### config.mk
export PLATFORM = sky130hd
export DESIGN_NAME = cpu_step_clock
export DESIGN_NICKNAME = d
export VERILOG_FILES = /design/src/rtl/cpu_step_clock.sv
export SDC_FILE = /design/constraint.sdc
export NUM_CORES = 1
export LEC_CHECK = 0
export BUFFER_PORTS_ARGS = -buffer_cell sky130_fd_sc_hd__buf_2
export CELL_PAD_IN_SITES_DETAIL_PLACEMENT = 0
export CELL_PAD_IN_SITES_GLOBAL_PLACEMENT = 2
export CORE_MARGIN = 2
export CORE_UTILIZATION = 39
export CTS_CLUSTER_DIAMETER = 40
export DETAILED_ROUTE_END_ITERATION = 8
export HOLD_SLACK_MARGIN = 0.03
export PLACE_DENSITY_LB_ADDON = 0.1
export SLEW_MARGIN = 20
export SYNTH_ARGS = -nofsm -noshare
export SYNTH_HDL_FRONTEND = slang
export SYNTH_SLANG_ARGS = --single-unit
### constraint.sdc
create_clock -name i_clk -period 3.4 [get_ports i_clk]
set_input_delay 0.51 -clock i_clk [delete_from_list [all_inputs] [get_ports i_clk]]
set_output_delay 0.51 -clock i_clk [all_outputs]
set_load 0.02 [all_outputs]
### src/rtl/cpu_step_clock.sv
// cpu_step_clock: clock-conditioning stage for the pipelined CPU.
// It turns a bouncing step key and two slide switches into a clean cpu_clk.
// There are two modes:
//    - single-step: one fixed-width pulse per key press
//    - free-run:    a square wave with a half-period of RUN_DIV cycles
// Optional feature macro: STEP_COUNT_EN. When it is defined, o_step_count counts
// cpu_clk rising edges. When it is undefined, no counter is built and
// o_step_count is tied to 0.

// Per-input conditioning lane: a 2-FF synchronizer followed by a
// consecutive-difference debouncer. RST_VAL is the input's idle level.
module cpu_step_clock_db #(
   parameter int unsigned CYCLES  = 500000,
   parameter logic        RST_VAL = 1'b0
) (
   input  logic i_clk,
   input  logic i_rst,
   input  logic i_raw,
   output logic o_db
);
   // Count 0..CYCLES-1. Keep at least one bit when CYCLES is 1.
   localparam int unsigned CW = (CYCLES > 1) ? $clog2(CYCLES) : 1;

   logic          r_s1;
   logic          r_s2;
   logic          r_db;
   logic [CW-1:0] r_cnt;

   // Two-stage synchronizer. It resets to the idle level so that reset
   // release cannot look like an input change.
   always_ff @(posedge i_clk or posedge i_rst) begin
      if (i_rst) begin
         r_s1 <= RST_VAL;
         r_s2 <= RST_VAL;
      end else begin
         r_s1 <= i_raw;
         r_s2 <= r_s1;
      end
   end

   // Accept a new level only after it has differed from the accepted one
   // for CYCLES consecutive cycles. Any agreement restarts the count.
   always_ff @(posedge i_clk or posedge i_rst) begin
      if (i_rst) begin
         r_db  <= RST_VAL;
         r_cnt <= '0;
      end else if (r_s2 == r_db) begin
         r_cnt <= '0;
      end else if (r_cnt == CW'(CYCLES - 1)) begin
         r_db  <= r_s2;
         r_cnt <= '0;
      end else begin
         r_cnt <= r_cnt + CW'(1);
      end
   end

   assign o_db = r_db;
endmodule

module cpu_step_clock #(
   parameter int unsigned DEBOUNCE_CYCLES = 500000,
   parameter int unsigned PULSE_CYCLES    = 4,
   parameter int unsigned RUN_DIV         = 2500000,
   parameter int unsigned CNT_W           = 16
) (
   input  logic             i_clk,
   input  logic             i_rst,
   input  logic             i_step_btn_n,
   input  logic             i_run_sw,
   input  logic             i_hlt_sw,
   output logic             o_cpu_clk,
   output logic             o_running,
   output logic [CNT_W-1:0] o_step_count
);
   // One shared timer serves both the step pulse width and the run half-period.
   localparam int unsigned PW = (PULSE_CYCLES > 1) ? $clog2(PULSE_CYCLES) : 1;
   localparam int unsigned DW = (RUN_DIV > 1) ? $clog2(RUN_DIV) : 1;
   localparam int unsigned TW = (PW > DW) ? PW : DW;

   localparam logic [TW-1:0] PULSE_LOAD = TW'(PULSE_CYCLES - 1);
   localparam logic [TW-1:0] RUN_LOAD   = TW'(RUN_DIV - 1);

   // Lane order is {hlt, run, btn_n}. Idle levels: key released, both switches off.
   localparam logic [2:0] DB_RST = 3'b001;

   typedef enum logic [2:0] {
      S_IDLE,
      S_STEP_HI,
      S_STEP_WAIT,
      S_RUN_HI,
      S_RUN_LO
   } state_t;

   logic [2:0]    w_raw;
   logic [2:0]    w_db;
   logic          w_btn_db;
   logic          w_run;
   logic          w_hlt;
   logic          w_press;
   logic          w_go_run_idle;
   logic          w_go_step;
   logic          w_lo_done;
   logic          w_go_run_lo;

   state_t        r_state;
   logic [TW-1:0] r_timer;
   logic          r_cpu_clk;
   logic          r_running;
   logic          r_btn_prev;

   assign w_raw = {i_hlt_sw, i_run_sw, i_step_btn_n};

   for (genvar g = 0; g < 3; g++) begin : g_db
      cpu_step_clock_db #(
         .CYCLES  (DEBOUNCE_CYCLES),
         .RST_VAL (DB_RST[g])
      ) u_db (
         .i_clk (i_clk),
         .i_rst (i_rst),
         .i_raw (w_raw[g]),
         .o_db  (w_db[g])
      );
   end

   assign w_btn_db = w_db[0];
   assign w_run    = w_db[1];
   assign w_hlt    = w_db[2];

   // Remember the previous debounced key level so that a press shows up as
   // a single-cycle strobe.
   always_ff @(posedge i_clk or posedge i_rst) begin
      if (i_rst) r_btn_prev <= 1'b1;
      else       r_btn_prev <= w_btn_db;
   end

   assign w_press = r_btn_prev & ~w_btn_db;

   // Transitions that raise cpu_clk. Run has priority over a press that
   // arrives in the same cycle, and halt overrides both.
   assign w_go_run_idle = (r_state == S_IDLE) && !w_hlt && w_run;
   assign w_go_step     = (r_state == S_IDLE) && !w_hlt && !w_run && w_press;
   assign w_lo_done     = (r_state == S_RUN_LO) && (r_timer == '0);
   assign w_go_run_lo   = w_lo_done && !w_hlt && w_run;

   // Main sequencer. A started pulse or run period always completes, so
   // cpu_clk never produces a runt pulse outside of reset.
   always_ff @(posedge i_clk or posedge i_rst) begin
      if (i_rst) begin
         r_state   <= S_IDLE;
         r_timer   <= '0;
         r_cpu_clk <= 1'b0;
         r_running <= 1'b0;
      end else begin
         case (r_state)
            S_IDLE: begin
               if (w_go_run_idle) begin
                  r_state   <= S_RUN_HI;
                  r_timer   <= RUN_LOAD;
                  r_cpu_clk <= 1'b1;
                  r_running <= 1'b1;
               end else if (w_go_step) begin
                  r_state   <= S_STEP_HI;
                  r_timer   <= PULSE_LOAD;
                  r_cpu_clk <= 1'b1;
               end
            end
            S_STEP_HI: begin
               if (r_timer == '0) begin
                  r_state   <= S_STEP_WAIT;
                  r_cpu_clk <= 1'b0;
               end else begin
                  r_timer <= r_timer - TW'(1);
               end
            end
            S_STEP_WAIT: begin
               // Holding the key down produces no further pulses.
               if (w_btn_db) r_state <= S_IDLE;
            end
            S_RUN_HI: begin
               if (r_timer == '0) begin
                  r_state   <= S_RUN_LO;
                  r_timer   <= RUN_LOAD;
                  r_cpu_clk <= 1'b0;
               end else begin
                  r_timer <= r_timer - TW'(1);
               end
            end
            S_RUN_LO: begin
               if (w_go_run_lo) begin
                  r_state   <= S_RUN_HI;
                  r_timer   <= RUN_LOAD;
                  r_cpu_clk <= 1'b1;
               end else if (w_lo_done) begin
                  r_state   <= S_IDLE;
                  r_running <= 1'b0;
               end else begin
                  r_timer <= r_timer - TW'(1);
               end
            end
            default: begin
               r_state   <= S_IDLE;
               r_timer   <= '0;
               r_cpu_clk <= 1'b0;
               r_running <= 1'b0;
            end
         endcase
      end
   end

   assign o_cpu_clk = r_cpu_clk;
   assign o_running = r_running;

`ifdef STEP_COUNT_EN
   logic             w_rise;
   logic [CNT_W-1:0] r_step_count;

   assign w_rise = w_go_run_idle | w_go_step | w_go_run_lo;

   // Count cpu_clk rising edges on the same clock edge that raises cpu_clk.
   // The counter wraps naturally.
   always_ff @(posedge i_clk or posedge i_rst) begin
      if (i_rst)       r_step_count <= '0;
      else if (w_rise) r_step_count <= r_step_count + CNT_W'(1);
   end

   assign o_step_count = r_step_count;
`else
   assign o_step_count = '0;
`endif
endmodule

======== Word-level counts from Yosys, hierarchy flattened ========
Index checks and enable logic that the tools add are counted.
operators by class
  add/sub/neg operators ................... 4
  eq/ne operators ......................... 22
  mux-type cells .......................... 30
  bitwise logic cells ..................... 7
  reduce and logical (&&, ||, !) cells .... 20
operator list
  operator               count
  $mux 22                6
  $mux 19                6
  $pmux 22 s5            1
  $add 19x1->19 const B  3
  $eq 19x19->1 const B   3
  $logic_not 22->1       1
  $sub 22x1->22 const B  1
  $mux 3                 7
  $pmux 3 s5             1
  $ne 2x2->1 const B     7
  $reduce_and 4->1       3
  $ne 3x3->1 const B     3
  $logic_and 1x1->1      7
  $mux 1                 7
  $eq 3x2->1 const B     2
  $not 1->1              6
  $reduce_and 2->1       3
  $reduce_and 5->1       1
  $ne 2x1->1 const B     2
  $pmux 1 s4             1
  $eq 1x1->1             3
  $eq 3x1->1 const B     1
  $eq 3x3->1 const B     1
  $logic_not 3->1        1
  5 further kinds        6
storage, ports and cells
  register bits after elaboration ......... 94
  input bits .............................. 5
  output and inout port bits .............. 18

======== Depth between registers and ports, before layout ========
Gate-level depths: netlist of run 1.
  depth in word-level cells ............... 7
  depth in mapped cells ................... 11

======== Modules after synthesis ========
A second synthesis of run 1 with hierarchy kept.
unflattened totals
  cell total of the unflattened synthesis .. 548
  area, all modules ....................... 5248.8 um^2
by module, submodules not included
  module                                times used  cells each  area an instance (um^2)  sequential area each (um^2)
  cpu_step_clock_db (g_db[1].u_db ...)  2           103         1091.0                   550.5
  cpu_step_clock                        1           239         1971.9                   701.9
  cpu_step_clock_db (g_db[0].u_db)      1           103         1094.8                   554.3

======== Worst setup path before layout of run 1 ========
Ideal clock, no wire load.
  path type ............................... register to register
  start ................................... reg r_timer[0]
  end ..................................... reg r_timer[16]
  arrival time ............................ 2555 ps
  required time ........................... 3326 ps
  setup slack ............................. 771 ps
  cell stages (with the launch flop) ...... 12
  buffers on the path ..................... 3
  path through ............................ dfrtp_1 -> inv_1 -> ha_1 -> or4b_2 -> or4_4 -> buf_6 -> o41ai_4 -> and2_1 -> buf_6 -> buf_8 -> a21oi_2 -> a21oi_2
between the ends
  longest elaborated chain between the ends .. 6
  elaborated cells between the ends (all ways) .. 13
  classes of those cells .................. add/sub: 1; eq/ne: 2; mux: 5; reduce/logical: 5
ends and longest elaborated chain
  item                                                                   RTL line  text
  start: declaration                                                     106       logic [TW-1:0] r_timer;
  start signal: assignment                                               172       r_timer <= r_timer - TW'(1);
  start signal: assignment                                               185       r_timer <= r_timer - TW'(1);
  start signal: assignment                                               197       r_timer <= r_timer - TW'(1);
  parallel branches: the longest is 6 deep, another holds $sub 22x1->22  --
Several ways; the timed one is not identified. The select of a mux whose other input is x is not followed.
A chain may end at the register's enable or synchronous reset.

======== Final worst setup path of run 1 ========
  start ................................... reg r_timer[0]
  end ..................................... reg r_timer[9]
Same word-level chain as after synthesis.

==> impl_metrics.json, run 1 <==
{
  "yosysWarnings": 0,
  "power.leakage_nw": 2.42,
  "path_cells": "inv_1 -> ha_1 -> or4b_2 -> or4_4 -> o41ai_4 -> and2_1 -> buf_4 -> a21oi_1 -> o21ai_0",
  "vias_per_cell": 5.13,
  "dr.pass1.iters": 4,
  "grt_pass1_wl_mm": 18.3,
  "cts_buffer_depth": 2,
  "crit_path_start_kind": "register",
  "period_minus_slack_ps": 2880,
  "io_buffers": 6,
  "ios": 23,
  "hpwl_mm": 7.24,
  "ys_seq_elements": 94,
  "gp_congestion": 0.764,
  "maxCapViolCount": 0,
  "rsz0062_at_grt": "no",
  "power_density_nw_per_um2": 409,
  "relSlewSlack_pct": 54.9,
  "tightest_slew_ps": 677,
  "tritoncts": "done",
  "cts_hold_buf": 0,
  "fin_cells": 732,
  "grt_max_degree": 53,
  "critPathMaxStageDelay_ps": 600,
  "finalHoldViolCount": 0,
  "vias": 3756,
  "diodes": 0,
  "p_seq_share_pct": 50.9,
  "insertion_delay_ps": 350,
  "fin_tns_setup_ps": 0,
  "die_area_sq_um": 13800,
  "yosysSeqAreaShare_pct": 47.0,
  "cp.required_ps": 3660,
  "path_clk_slew_ps": 70,
  "avgSynthCellArea_sq_um": 9.16,
  "critPathBufInv": 2,
  "layout_commonest_cell": "nor2_1",
  "critPathMaxFanout": 7,
  "cts-buffers-inserted": 9,
  "cp_slowest_cell": "or4b_2",
  "grtUsageTotal_pct": 16.2,
  "post-route-drc-count": 0,
  "initial_core_util_pct": 39.9,
  "fmax_mhz": 348,
  "final_nets": 565,
  "p_sw_share_pct": 22.6,
  "met3_usage_pct": 4.80,
  "drv_slew": 0,
  "final_cell_mix": "nor2_1, dfrtp_1, nand2_1, o21ai_0",
  "dp.cells": 716,
  "ys.flop_type": "dfrtp_1",
  "drive_gt1_share_pct": 10.0,
  "rows": 41,
  "synth_area_sq_um": 5020,
  "cts.sinks": 94,
  "endpoint_kind": "register",
  "setup_viol": 0,
  "ant_nets": 0,
  "overflow": 0,
  "grt.busiest_layer": "met2",
  "ir_worst_vdd_v": 0.000368,
  "crit_family": "simple AND/OR/NAND/NOR gates",
  "grtUsageMet1_pct": 22.8,
  "layout_worst_path_cycle_share_pct": 84.6,
  "grtUsageMet2_pct": 24.6,
  "synth_edf_count": 0,
  "dieHeight_microns": 117,
  "post_cts_buffers": 0,
  "p_int_mw": 1.74,
  "die_w_microns": 117,
  "comb_power_share_pct": 3.2,
  "p_sw_uw": 507,
  "dr.first_iter.drc_count": 302,
  "root_buffer": "clkbuf_16",
  "synthArstFlopShare_pct": 100,
  "postSynthCellCount": 548,
  "wire_per_inst_microns": 14.4,
  "clock_skew_ps": 8.40,
  "grt_pass1_vias": 3693,
  "crit_arrival_ps": 3140,
  "outcome": "complete, no violations",
  "hp-class": "in2async",
  "clkPwrFrac_pct": 45.9,
  "grt_antenna_before_repair": 0,
  "coreArea_sq_um": 12600,
  "cts_resized": 0,
  "synth.distinct_cells": 59,
  "wl_mm": 10.5,
  "htree_levels": 3,
  "worstSetupPathType": "reg2reg",
  "area_growth_pct": 9.45
}
registers in the layout (all words and copies together) (netlist names):
| name | count |
|---|---|
| g_db.u_db.r_cnt | 57 |
| r_timer | 22 |
| g_db.u_db.o_db | 3 |
| g_db.u_db.r_s1 | 3 |
| g_db.u_db.r_s2 | 3 |
| r_state | 3 |
| o_cpu_clk | 1 |
| o_running | 1 |
| r_btn_prev | 1 |
final timing paths:
check	from	slack (ps)	cells past startpoint	end
worst max-delay path	r_timer[0]$_DFFE_PP0P_	520	9	r_timer[9]$_DFFE_PP0P_
worst min-delay path	i_rst	260	2	g_db[2].u_db.r_cnt[7]$_DFF_PP0_
worst max register to register	r_timer[0]$_DFFE_PP0P_	520	9	r_timer[9]$_DFFE_PP0P_
worst min register to register	g_db[0].u_db.r_s1$_DFF_PP1_	360	0	g_db[0].u_db.r_s2$_DFF_PP1_
max in group asynchronous	i_rst	2410	3	g_db[0].u_db.r_s1$_DFF_PP1_
min in group i_clk	i_step_btn_n	260	1	g_db[0].u_db.r_s1$_DFF_PP1_
through the flow:
step	instance area (sq um)	setup WS, ps	total power [mW]	util, %	hold slack [ps]
after global placement	5190	584	1.24	41.3	343
after global routing	5490	300	2.35	43.7	242
after detailed placement	5190	538	1.24	41.3	342
after floorplan	5080	448	1.23	-	331
after CTS	5490	539	2.29	43.7	240
final	5490	523	2.25	43.7	260
power by group through the flow:
stage,Sequential (mW),Clock (mW),Combinational (mW)
floorplan,1.16,0,0.0715
global placement,1.16,0,0.0741
detailed placement,1.16,0,0.0749
CTS,1.14,1.07,0.0751
global route,1.14,1.12,0.0845
finish,1.14,1.03,0.0719
layout make-up:
class,instances,area (sq um)
fillers,1239,7070
multi-input cells,417,2440
flip-flops and latches,94,2360
clock buffers,11,243
well taps,172,215
repair buffers,16,118
inverters,17,66.3
clock inverters,5,58.8
per-layer routing:
layer | up-vias | wire (microns)
met1 | 1807 | 5250
met3 | 8 | 387
met4 | 0 | 99
li1 | 1899 | -
met2 | 42 | 4800
met5 | - | 0
synthesized netlist by cell type, types with 4 or more instances:
master    number  share of area [%]
or2_2          6               0.75
inv_1         17                1.3
o21ai_0       29                2.9
o31ai_1        4               0.60
buf_4         16                2.4
dfstp_2        4                2.1
a21oi_1       18                1.8
nor2_1        93                7.0
or4_1          4               0.60
xor2_1        27                4.7
nor4_1        13                1.6
dfrtp_1       90                 45
nor2b_1        4               0.50
and3_1         6               0.75
nand2_1       40                3.0
nand4_1       14                1.7
o211ai_1       4               0.60
a31oi_1       14                1.7
nand3_1       26                2.6
and4_1         6                1.0
xnor2_1       27                4.7
clkbuf_1      15                1.1
ha_1           5                1.2
nor3_1        15                1.5
or3_1          7               0.87
worst reg2reg max path, cell delays in order, from the launching register on:
cell and delay [ps]:
dfrtp_1 420, inv_1 130, ha_1 180, or4b_2 600, or4_4 510, o41ai_4 230, and2_1 310, buf_4 200
a21oi_1 40, o21ai_0 180
cell families after synthesis:
group	synth area share, %
other	0.0747
muxes	0.872
xor gates and xnor gates	9.42
and+or+nand+nor	24.3
buffers and inverters	5.63
DFF	47.0
AOI/OAI and AO/OA	11.5
adders and majority gates	1.25
No activity file was read; power rests on OpenSTA's default activity.
==> inputs of run 2 (changes only) <==
Settings changed: ABC_AREA from default to 1, CORE_UTILIZATION 39 to 37.
Clock period 3.4 ns to 2.7 ns, I/O delays scaled along.
==> run 2 against run 1 <==
Fmax grew 35%. Sequential power grew 26%. Utilization shrank 2.1 points. Die area grew 12%. Combinational power grew 40%. Hold slack lost 110 ps. Setup slack gained 43 ps. Sequential share of layout area shrank 2.4 points. Via count grew 17%. Total power grew 24%. Wire length grew 19%. Global-route usage grew 1.5 points. Critical endpoint is now r_timer[1]$_DFFE_PP0P_. Largest cell class unchanged. Largest power group unchanged.
==> impl_metrics.json, run 2 <==
{
  "synth_area_leaders": "dfrtp_1, nand2_1, nor2_1",
  "crit_path_start_kind": "register",
  "cts_hold_buf": 0,
  "whs_ps": 145,
  "yosys.area.top_type": "dfrtp_1",
  "power.leakage_nw": 2.80,
  "dp_slack_ps": 563,
  "layout_worst_path_cycle_share_pct": 79.0,
  "top_register": "g_db.u_db.r_cnt",
  "fin_tns_setup_ps": 0,
  "maxCapViolCount": 0,
  "rows": 43,
  "die_w_microns": 124,
  "hpwl_mm": 9.31,
  "drive_gt1_share_pct": 9.92,
  "cp.required_ps": 2990,
  "critPathMaxFanout": 18,
  "postSynthCellCount": 697,
  "worstSetupPathType": "reg2reg",
  "yosysTopAreaCellShare_pct": 42.2,
  "largest_reg_flops": 57,
  "post_cts_buffers": 0,
  "ios": 23,
  "synth_commonest_cells": "nand2_1, nor2_1, dfrtp_1, inv_1, nand3_1",
  "grtUsageTotal_pct": 17.7,
  "tightest_slew_ps": 679,
  "drv_slew": 0,
  "final_cell_mix": "nand2_1, nor2_1, dfrtp_1, inv_1, nand3_1",
  "diodes": 0,
  "post-route-drc-count": 0,
  "synthMostInstantiatedCell": "nand2_1",
  "htree_levels": 3,
  "ys_seq_elements": 94,
  "yosysWarnings": 0,
  "synth.distinct_cells": 38,
  "io_buffers": 6,
  "layout_commonest_cell": "nand2_1",
  "coreArea_sq_um": 14000,
  "wl_mm": 12.5,
  "synth_edf_count": 0,
  "crit_arrival_ps": 2420,
  "root_buffer": "clkbuf_16",
  "area_growth_pct": 8.85,
  "endpoint_kind": "register",
  "dp.cells": 880,
  "avgSynthCellArea_sq_um": 7.67,
  "tritoncts": "done",
  "reg_top3": "g_db.u_db.r_cnt x57, r_timer x22",
  "period_minus_slack_ps": 2130,
  "final_nets": 721,
  "gp_congestion": 0.805,
  "synthArstFlopShare_pct": 100,
  "cts_buffer_depth": 2,
  "fmax_mhz": 469,
  "fillerInstances": 1468,
  "grt_pass1_vias": 4232,
  "die_area_sq_um": 15400,
  "grt_max_degree": 53,
  "dr.pass1.iters": 5,
  "vias_per_cell": 4.92,
  "clock_skew_ps": 4.98,
  "overflow": 0,
  "initial_core_util_pct": 38.2,
  "rsz0062_at_grt": "no",
  "cts-buffers-inserted": 9,
  "ir_worst_vdd_v": 0.000297,
  "outcome": "complete, no violations",
  "vias": 4411,
  "cts_resized": 0,
  "power_density_nw_per_um2": 478,
  "yosysSeqAreaShare_pct": 44.1,
  "relSlewSlack_pct": 54.6,
  "ys.flop_type": "dfrtp_1",
  "setup_viol": 0,
  "insertion_delay_ps": 350,
  "setup_slack_ps": 567,
  "fin_cells": 896,
  "finalHoldViolCount": 0,
  "synth_area_sq_um": 5340,
  "cts.sinks": 94,
  "dieHeight_microns": 124,
  "wire_per_inst_microns": 14.0,
  "dr.first_iter.drc_count": 277,
  "grt_antenna_before_repair": 0,
  "path_clk_slew_ps": 70,
  "grt_pass1_wl_mm": 21.1,
  "hp-class": "in2async",
  "ant_nets": 0
}
[run 2: cell types whose count changed after synthesis, moves of 7 or more]
| cell | before | now |
|---|---|---|
| nor2_1 | 93 | 110 |
| nand4_1 | 14 | 36 |
| clkbuf_1 | 15 | 0 |
| a21oi_1 | 18 | 28 |
| or3_1 | 7 | 0 |
| nor4_1 | 13 | 4 |
| nand2_1 | 40 | 152 |
| nand3_1 | 26 | 39 |
| nor2_2 | 1 | 12 |
| a31oi_1 | 14 | 3 |
| inv_1 | 17 | 79 |
| xnor2_1 | 27 | 3 |
[run 2: final timing paths]
kind                                             start                            end  cells past startpoint  slack (ps)
hold / removal                                   i_rst        r_timer[19]$_DFFE_PP0P_                      2         140
setup / recovery                r_timer[0]$_DFFE_PP0P_         r_timer[1]$_DFFE_PP0P_                     11         570
hold reg to reg            g_db[2].u_db.r_s1$_DFF_PP0_    g_db[2].u_db.r_s2$_DFF_PP0_                      0         360
min in group i_clk                        i_step_btn_n    g_db[0].u_db.r_s1$_DFF_PP1_                      1         150
setup reg to reg                r_timer[0]$_DFFE_PP0P_         r_timer[1]$_DFFE_PP0P_                     11         570
max in group asynchronous                        i_rst  g_db[0].u_db.o_db$_DFFE_PP1P_                      3        1820
[run 2: metal layers]
metal	vias to the layer above	track usage (%)	part of all wire [%]
met5	-	0	0
met3	12	2.61	2.4
met1	2073	25.0	51
li1	2254	-	-
met2	72	27.6	45
met4	0	6.18	1.6
[run 2: worst max-delay path, cell delays in order (launching register included)]
cell and delay [ps]:
dfrtp_1 370, inv_1 80, ha_1 200, nand2_1 100, nor2_2 60, nand3_4 130, nor2_1 70, nor2_2 350
nand2_4 240, inv_2 280, o21ai_1 110, nand2_1 70
[run 2: where the power goes]
part           internal [mW]  total, mW  leakage (nW)  switching, mW
registers               1.42       1.44          1.28         0.0157
logic                 0.0214      0.101          1.38         0.0791
clock network          0.656       1.24         0.140          0.585
total                   2.10       2.78          2.80          0.680
[run 2: metrics by stage]
step                total power [mW]  cell area, sq um  utilization (%)
floorplan                       1.55              5400                -
global placement                1.57              5530             39.5
global route                    2.90              5820             41.6
CTS                             2.83              5820             41.6
finish                          2.78              5820             41.6
detailed placement              1.57              5530             39.5
[run 2: cell type report]
class | count | area [sq um] | area share, %
clock buffers | 10 | 239 | 4.11
repair buffers | 9 | 65.1 | 1.12
well taps | 180 | 225 | 3.87
multi-input cells | 514 | 2570 | 44.1
flip-flops and latches | 94 | 2360 | 40.5
clock inverters | 6 | 46.3 | 0.796
inverters | 83 | 315 | 5.42
[run 2: kinds of logic (layout without fill, tap and decap cells)]
family | Yosys count | after routing | synth area share, %
other | 1 | 16 | 0.0702
muxes | 3 | 3 | 0.632
xor gates and xnor gates | 27 | 27 | 4.43
buffers and inverters | 104 | 108 | 8.88
and+or+nand+nor | 398 | 398 | 34.2
DFF | 94 | 94 | 44.1
AOI/OAI and AO/OA | 65 | 65 | 6.53
adders and majority gates | 5 | 5 | 1.17
